==> src/rtl/fetch_pkg.sv <==
// Shared types for the instruction fetch front end: controller state and queued fetch entry.
// Entry fields are sized for the default 32-bit PC/instruction; widen here for larger configurations.
package fetch_pkg;

  localparam int FETCH_PC_W    = 32;
  localparam int FETCH_INSTR_W = 32;

  typedef enum logic [1:0] {
    IDLE,
    FETCH,
    DRAIN,
    HALTED
  } fetch_state_t;

  typedef struct packed {
    logic [FETCH_PC_W-1:0]    pc;
    logic [FETCH_INSTR_W-1:0] instr;
  } fetch_entry_t;

endpackage

==> src/rtl/fetch_queue.sv <==
// Two-entry fetch queue with a registered head; push and pop may coincide when full.
// Flush empties the queue in one cycle and overrides push/pop.
module fetch_queue
  import fetch_pkg::*;
(
  input  logic         clk,
  input  logic         rst_n,
  input  logic         i_push,
  input  fetch_entry_t i_push_ent,
  input  logic         i_pop,
  input  logic         i_flush,
  output logic         o_full,
  output logic         o_empty,
  output fetch_entry_t o_head
);

  logic [1:0]   r_count;
  fetch_entry_t r_head;
  fetch_entry_t r_tail;
  logic         w_pop;
  logic         w_push;

  assign o_full  = (r_count == 2'd2);
  assign o_empty = (r_count == 2'd0);
  assign o_head  = r_head;

  // Requests that cannot be honoured are dropped here so the storage never corrupts.
  assign w_pop  = i_pop & ~o_empty;
  assign w_push = i_push & (~o_full | w_pop);

  always_ff @(posedge clk or negedge rst_n) begin
    if (!rst_n) begin
      r_count <= 2'd0;
      r_head  <= '0;
      r_tail  <= '0;
    end else if (i_flush) begin
      r_count <= 2'd0;
    end else begin
      case ({w_push, w_pop})
        2'b10: begin
          if (o_empty) r_head <= i_push_ent;
          else         r_tail <= i_push_ent;
          r_count <= r_count + 2'd1;
        end
        2'b01: begin
          r_head  <= r_tail;
          r_count <= r_count - 2'd1;
        end
        2'b11: begin
          if (o_full) begin
            r_head <= r_tail;
            r_tail <= i_push_ent;
          end else begin
            r_head <= i_push_ent;
          end
        end
        default: ;
      endcase
    end
  end

endmodule

==> src/rtl/fetch_controller.sv <==
// Instruction fetch controller: walks PC through external combinational imem into a 2-entry queue.
// One cycle PC-to-instrValid, one instruction per cycle; stalls PC while the queue is full.
module fetch_controller
  import fetch_pkg::*;
#(
  parameter int                           PC_WIDTH          = 32,
  parameter int                           INSTRUCTION_WIDTH = 32,
  parameter int                           MEMORY_SIZE       = 1024,
  parameter logic [PC_WIDTH-1:0]          START_PC          = '0,
  parameter logic [INSTRUCTION_WIDTH-1:0] HALT_INSTR        = '1
) (
  input  logic                         clk,
  input  logic                         rst_n,
  input  logic                         start,
  output logic [PC_WIDTH-1:0]          imemAddr,
  input  logic [INSTRUCTION_WIDTH-1:0] imemInstr,
  input  logic                         branchValid,
  input  logic [PC_WIDTH-1:0]          branchTarget,
  output logic                         instrValid,
  output logic [INSTRUCTION_WIDTH-1:0] instrOut,
  output logic [PC_WIDTH-1:0]          pcOut,
  input  logic                         instrReady,
  output logic                         busy,
  output logic                         halted,
  output logic                         addrError
);

  // One extra bit so MEMORY_SIZE == 2**PC_WIDTH still compares correctly.
  localparam logic [PC_WIDTH:0] MEM_LIMIT = (PC_WIDTH + 1)'(MEMORY_SIZE);

  fetch_state_t        r_state;
  fetch_state_t        w_state_nxt;
  logic [PC_WIDTH-1:0] r_pc;
  logic [PC_WIDTH-1:0] w_pc_nxt;
  logic                r_addr_err;
  logic                w_addr_err_nxt;

  logic         w_push;
  logic         w_flush;
  logic         w_pop_req;
  logic         w_full;
  logic         w_empty;
  logic         w_in_range;
  logic         w_is_halt;
  fetch_entry_t w_push_ent;
  fetch_entry_t w_head;

  assign w_pop_req  = ~w_empty & instrReady;
  assign w_in_range = ({1'b0, r_pc} < MEM_LIMIT);
  assign w_is_halt  = (imemInstr == HALT_INSTR);

  assign w_push_ent.pc    = FETCH_PC_W'(r_pc);
  assign w_push_ent.instr = FETCH_INSTR_W'(imemInstr);

  always_ff @(posedge clk or negedge rst_n) begin
    if (!rst_n) begin
      r_state    <= IDLE;
      r_pc       <= START_PC;
      r_addr_err <= 1'b0;
    end else begin
      r_state    <= w_state_nxt;
      r_pc       <= w_pc_nxt;
      r_addr_err <= w_addr_err_nxt;
    end
  end

  always_comb begin
    w_state_nxt    = r_state;
    w_pc_nxt       = r_pc;
    w_addr_err_nxt = r_addr_err;
    w_push         = 1'b0;
    w_flush        = 1'b0;
    case (r_state)
      IDLE, HALTED: begin
        if (start) begin
          w_state_nxt    = FETCH;
          w_pc_nxt       = START_PC;
          w_addr_err_nxt = 1'b0;
        end
      end
      FETCH: begin
        if (branchValid) begin
          w_flush  = 1'b1;
          w_pc_nxt = branchTarget;
        end else if (!w_in_range) begin
          w_addr_err_nxt = 1'b1;
          w_state_nxt    = DRAIN;
        end else if (!w_full || w_pop_req) begin
          // HALT is consumed here: PC stays on it and it never enters the queue.
          if (w_is_halt) begin
            w_state_nxt = DRAIN;
          end else begin
            w_push   = 1'b1;
            w_pc_nxt = r_pc + PC_WIDTH'(1);
          end
        end
      end
      DRAIN: begin
        if (branchValid) begin
          w_flush     = 1'b1;
          w_pc_nxt    = branchTarget;
          w_state_nxt = FETCH;
        end else if (w_empty) begin
          w_state_nxt = HALTED;
        end
      end
      default: w_state_nxt = IDLE;
    endcase
  end

  fetch_queue u_queue (
    .clk        (clk),
    .rst_n      (rst_n),
    .i_push     (w_push),
    .i_push_ent (w_push_ent),
    .i_pop      (w_pop_req & ~w_flush),
    .i_flush    (w_flush),
    .o_full     (w_full),
    .o_empty    (w_empty),
    .o_head     (w_head)
  );

  assign imemAddr   = r_pc;
  assign instrValid = ~w_empty;
  assign instrOut   = INSTRUCTION_WIDTH'(w_head.instr);
  assign pcOut      = PC_WIDTH'(w_head.pc);
  assign busy       = (r_state == FETCH) || (r_state == DRAIN);
  assign halted     = (r_state == HALTED);
  assign addrError  = r_addr_err;

endmodule
==> config.mk <==
export PLATFORM = sky130hd
export DESIGN_NAME = fetch_controller
export DESIGN_NICKNAME = d
export VERILOG_FILES = /design/src/rtl/fetch_pkg.sv /design/src/rtl/fetch_queue.sv /design/src/rtl/fetch_controller.sv
export SDC_FILE = /design/constraint.sdc
export NUM_CORES = 1
export LEC_CHECK = 0
export ABC_AREA = 1
export CORE_MARGIN = 10
export CORE_UTILIZATION = 45
export CTS_CLUSTER_DIAMETER = 60
export CTS_CLUSTER_SIZE = 12
export DETAILED_ROUTE_END_ITERATION = 10
export PLACE_DENSITY = 0.73
export SYNTH_ARGS = -nofsm -noshare
export SYNTH_HDL_FRONTEND = slang
export SYNTH_SLANG_ARGS = --single-unit
==> constraint.sdc <==
create_clock -name clk -period 2.4 [get_ports clk]
set_input_delay 0.36 -clock clk [delete_from_list [all_inputs] [get_ports clk]]
set_output_delay 0.36 -clock clk [all_outputs]
set_load 0.03 [all_outputs]
Yosys cells after proc, flatten, opt, wreduce, memory -nomap -nowiden

Cells that the tools add are included.

Flip-flop bits (word level): 165
Output and inout port bits: 100

$lt $le $gt $ge: 1
Multiplexer cells: 34
Reduce and logical (&&, ||, !) cells: 16
Bitwise operators: 8
$add $sub $neg: 3
Equal/unequal tests: 21

Operators with widths:

| kind                  | count |
|---|---|
| $mux 64               | 4 |
| $mux 32               | 6 |
| $pmux 64 s3           | 1 |
| $pmux 64 s2           | 1 |
| $pmux 32 s3           | 1 |
| $add 32x1->32 const B | 1 |
| $eq 32x32->1 const B  | 1 |
| $lt 32x11->1 const B  | 1 |
| $mux 2                | 8 |
| $ne 3x3->1 const B    | 5 |
| $eq 2x2->1 const B    | 5 |
| $mux 1                | 10 |
| $ne 2x2->1 const B    | 5 |
| $reduce_and 5->1      | 2 |
| $reduce_and 4->1      | 2 |
| $pmux 2 s3            | 1 |
| $reduce_bool 3->1     | 2 |
| $and 1x1->1           | 4 |
| $eq 2x1->1 const B    | 2 |
| $logic_not 2->1       | 2 |
| $ne 2x1->1 const B    | 2 |
| $pmux 2 s2            | 1 |
| $reduce_bool 2->1     | 2 |
| $reduce_or 2->1       | 2 |
| 9 further kinds       | 12 |

Longest topological paths before layout

Depth in word-level cells: 12
Mapped depth: 16
Depth with buffers taken out: 14

Cells and area by module

A second synthesis with hierarchy kept.

Cells, all modules: 1308
Area total of the unflattened synthesis: 9172.5 um^2

Modules (own cells, without submodules):

| module           | times used | area an instance (um^2) | cells each |
|---|---|---|---|
| fetch_queue      | 1          | 5993.2                  | 791 |
| fetch_controller | 1          | 3179.3                  | 517 |

Worst setup path before layout

OpenSTA, ideal clock, no wires.

Path type: register -> register
Start: register r_state[1]
End: register u_queue.r_tail[39] in the netlist's numbering
Buffers on the path: 2
Stages on the path, launching flop included: 15
Data required time: 2.273 ns
Arrival time: 2.146 ns
Setup slack: 0.126 ns
Clock period less this slack: 2.274 ns
Cell sequence: dfrtp_1 -> inv_1 -> ha_1 -> nand2_1 -> inv_1 -> nand4_4 -> inv_1 -> ha_1 -> inv_1 -> nor2_1 -> nor2_1 -> o211ai_1 -> buf_2 -> buf_2 -> o21ai_0

Longest elaborated chain between the ends: 11
Elaborated cells between the ends (all ways): 17

Ends and longest elaborated chain:

| element                                                   | RTL line                | source |
|---|---|---|
| start: declaration                                        | fetch_controller.sv:31  | `fetch_state_t r_state;` |
| start signal: assignment                                  | fetch_controller.sv:61  | `r_state <= w_state_nxt;` |
| $eq 2x1->1 / $eq 2x2->1 (equally long branches)           | fetch_controller.sv:73  | `case (r_state)` |
| $reduce_or 2->1 (no source line)                          | --                      |  |
| $mux 1                                                    | --                      |  |
| $not 1->1 (no source line)                                | --                      |  |
| $and 1x1->1                                               | fetch_controller.sv:116 | `.i_pop (w_pop_req & ~w_flush),` |
| $and 1x1->1                                               | fetch_queue.sv:28       | `assign w_pop = i_pop & ~o_empty;` |
| $or 1x1->1                                                | fetch_queue.sv:29       | `assign w_push = i_push & (~o_full \| w_pop);` |
| $and 1x1->1                                               | fetch_queue.sv:29       |  |
| $eq 2x2->1                                                | fetch_queue.sv:39       | `case ({w_push, w_pop})` |
| $ne 2x1->1 (no source line), or another cell as far along | --                      |  |
| $reduce_and 4->1 (no source line)                         | --                      |  |
| end signal: assignment                                    | fetch_queue.sv:42       | `else r_tail <= i_push_ent;` |
| end signal: assignment                                    | fetch_queue.sv:52       | `r_tail <= i_push_ent;` |
| end: declaration                                          | fetch_queue.sv:19       | `fetch_entry_t r_tail;` |

Several ways; a longest one is shown, not always the timed one.
A chain may end at the register's enable or synchronous reset.

Final worst setup path

Start: input imemInstr[16]
End: register u_queue.r_tail[14] in the netlist's numbering

Longest elaborated chain between the ends: 10
Elaborated cells between the ends (all ways): 14

Ends and longest elaborated chain:

| element                                                   | RTL line               | source |
|---|---|---|
| start: declaration                                        | fetch_controller.sv:16 | `input logic [INSTRUCTION_WIDTH-1:0] imemInstr,` |
| $eq 32x32->1 (*)                                          | fetch_controller.sv:50 | `assign w_is_halt = (imemInstr == HALT_INSTR);` |
| $mux 1 (*)                                                | fetch_controller.sv:90 | `if (w_is_halt) begin` |
| $mux 1 (*)                                                | fetch_controller.sv:88 | `end else if (!w_full \|\| w_pop_req) begin` |
| $mux 1 (*)                                                | fetch_controller.sv:85 | `end else if (!w_in_range) begin` |
| $mux 1 (*)                                                | fetch_controller.sv:82 | `if (branchValid) begin` |
| $mux 1 (*)                                                | fetch_controller.sv:73 |  |
| $and 1x1->1 (*)                                           | fetch_queue.sv:29      |  |
| $eq 2x2->1                                                | fetch_queue.sv:39      |  |
| $ne 2x1->1 (no source line), or another cell as far along | --                     |  |
| $reduce_and 4->1 (no source line)                         | --                     |  |

Every way passes the cells marked *; elsewhere a longest branch is shown, timed or not.

==> impl_metrics.tcl <==
set metrics [dict create \
    max_freq_mhz 425.3 \
    synth_common_cells "443 x nand2_1, 165 x dfrtp_1, 154 x inv_1, 76 x nor2_1, 68 x nand3_1" \
    final_cells 1740 \
    worstSetupPathType "in2reg" \
    clockBufferDepth 2 \
    diodes 0 \
    cp_max_fo 9 \
    htree_levels 4 \
    ys_ff_latch 165 \
    overflow 0 \
    die_y_um 162.0 \
    synth_top_area_share 0.4552 \
    status "completed" \
    worst_slew_pin_slew_ps 618.3 \
    syn_area_per_cell_um2 7.465 \
    top_layer "met5" \
    postLayoutCoreUtil 0.6483 \
    end_kind "flop" \
    period_share 0.9796 \
    yosysWarningCount 0 \
    met2WireLength_mm 14.65 \
    required_ps 2710 \
    synth-edff-count 0 \
    tritoncts "done" \
    initial_utilization 0.4615 \
    finalWorstSetupSlack_ps 48.86 \
    grt_pass1_vias 8915 \
    area_growth_pct 40.49 \
    yosysUniqueCellTypes 38 \
    clkSlewWorstSetupHoldPaths_ps 70 \
    fp-row-count 51 \
    worstSetupStartpointType "input pin" \
    seq_area_frac_synth 0.4552 \
    pin_count 169 \
    viasPerCell 5.272 \
    finalCriticalPeriod_ps 2351 \
    globalplace.congestion 0.9898 \
    grt_util_all_layers 0.2199 \
    holdWs_ps 313.3 \
    hold_viol_final 0 \
    numCtsBuffers 17 \
    io_buffer_count 168 \
    skew_ps 13.44 \
    syn_inst 1215 \
    ant_nets 0 \
    dr_total_vias 9174 \
    drt_pass1_iterations 5 \
    antenna_found_initial 1 \
    p_leak_nw 6.069 \
    cap_violations 0 \
    fp.dieW_um 162.0 \
    dp_hpwl_mm 21.11 \
    core_um2 19650 \
    cts.sinks 165 \
    slew-limit-headroom 0.5878 \
    drt_wl_total_mm 30.71 \
    synthArstFlopShare 1.000 \
    synth_top_cell_by_area "dfrtp_1" \
    post-place-ws_ps -722.0 \
    yosysMostFrequentCell "nand2_1" \
    synth_ff_type "dfrtp_1" \
    finalSetupViolations 0 \
    insertion_delay_ps 430 \
    total_power_mw 14.51 \
    final_nets 1539 \
    p_per_area_nw_per_um2 1139 \
    ir_worst_vdd_mv 0.7715 \
    drive_gt1_frac 0.1607 \
    wl_met3_mm 2.525 \
    synth_area_leaders "dfrtp_1 46%, nand2_1 18%, inv_1 6.4%" \
    dieArea_um2 26230 \
    synth_nets 1292 \
    syn_area_um2 9070 \
    drt_iter0_drc 888 \
    avgRoutedWirePerCell_um 17.65 \
    grt_max_degree 62 \
    wl_met1_mm 13.03 \
    drc 0 \
    placed_area_um2 11620 \
    timing.critical_path.arrival_ps 2660 \
    placed_cells 1689 \
    grt_pass1_wl_mm 46.91 \
    fin_area_um2 12740 \
    hold_class "in2reg" \
    fin_setup_tns_ps 0 \
    cts-root-buf "clkbuf_16" \
    final-max-slew-violation-count 0 \
]
-- placed cells by master (no fill, tap or decap), types with 4 or more instances in the layout --
master / Yosys / final
a21oi_1: 18 / 17
buf_12: 4 / 18
buf_4: 3 / 87
buf_6: 8 / 5
clkbuf_16: 0 / 23
clkdlybuf4s50_1: 0 / 162
dfrtp_1: 165 / 165
dlymetal6s2s_1: 0 / 4
ha_1: 8 / 5
inv_1: 154 / 150
inv_2: 5 / 9
inv_6: 0 / 4
nand2_1: 443 / 441
nand3_1: 68 / 67
nand3_2: 27 / 27
nand4_1: 6 / 6
nor2_1: 76 / 64
nor2_2: 6 / 11
nor2_4: 2 / 9
o21ai_0: 64 / 58
o21ai_1: 23 / 29
o22ai_1: 65 / 49
o22ai_2: 0 / 16
-- metal layers --
metal / vias up / global-route usage
li1: 4357 / -
met1: 4352 / 0.2913
met2: 412 / 0.3531
met3: 51 / 0.05460
met4: 2 / 0.05335
met5: - / 0
-- kinds of logic after synthesis --
family | share of synthesized area
buffers and inverters | 0.1149
AO/OA/AOI/OAI | 0.1138
flip-flops | 0.4552
XOR/XNOR | 0.0009658
AND/OR/NAND/NOR | 0.3040
adder cells (fa/ha/maj) | 0.01104
-- layout make-up --
type | instances | area [um2]
Clock buffer | 21 | 460.4
Clock inverter | 11 | 91.34
Fill cell | 1697 | 6912
Inverter | 160 | 603.1
Multi-Input combinational cell | 831 | 4154
Sequential cell | 165 | 4129
Tap cell | 265 | 331.6
Timing Repair Buffer | 287 | 2973
-- path summary, 6_finish.rpt --
check	from	end	cells past startpoint	slack [ps]
max	imemInstr[16]	u_queue.r_tail[14]	18	50
min	imemInstr[31]	u_queue.r_tail[31]	3	310
max reg2reg	imemAddr[26]	u_queue.r_tail[14]	17	60
min reg2reg	u_queue.o_head[39]	u_queue.o_head[39]	2	470
max in group asynchronous	rst_n	u_queue.r_tail[7]	3	1100
min in group asynchronous	rst_n	u_queue.r_tail[25]	2	470
-- what timing repair did --
| item | 4_1_cts | 5_1_grt |
|---|---|---|
| gates resized for setup | 23 | 52 |
| setup endpoints to repair | 126 | 128 |
| hold endpoints to repair | 57 | 0 |
| cloned | 2 | 8 |
| pin swaps | 1 | 13 |
| setup buffers | 1 | 7 |
| hold buffers | 1 | 0 |
-- flip-flops by register name, indices dropped and copies added (netlist names) --
signal           flops
u_queue.o_head      64
u_queue.r_tail      64
imemAddr            32
r_state              2
u_queue.r_count      2
addrError            1
-- power breakdown --
part / internal, mW / switching, mW / leakage (nW) / total [mW]
logic: 3.03 / 4.75 / 3.61 / 7.78
registers: 3.58 / 0.516 / 2.19 / 4.09
clock network: 1.41 / 1.23 / 0.269 / 2.64
-- worst max-delay path, cell delays in order --
cell and delay, ps:
clkdlybuf4s50_1 510, nand2_1 70, nor2_1 100, nand2_1 130, nor2_4 150, nand2_4 80
nand4_4 90, inv_2 60, ha_4 170, inv_2 60, nor2_4 40, nor2_1 90
o211ai_1 90, buf_4 160, buf_8 140, clkbuf_16 170, nand2_1 90, o21ai_1 80
(Power assumes the default switching activity.)
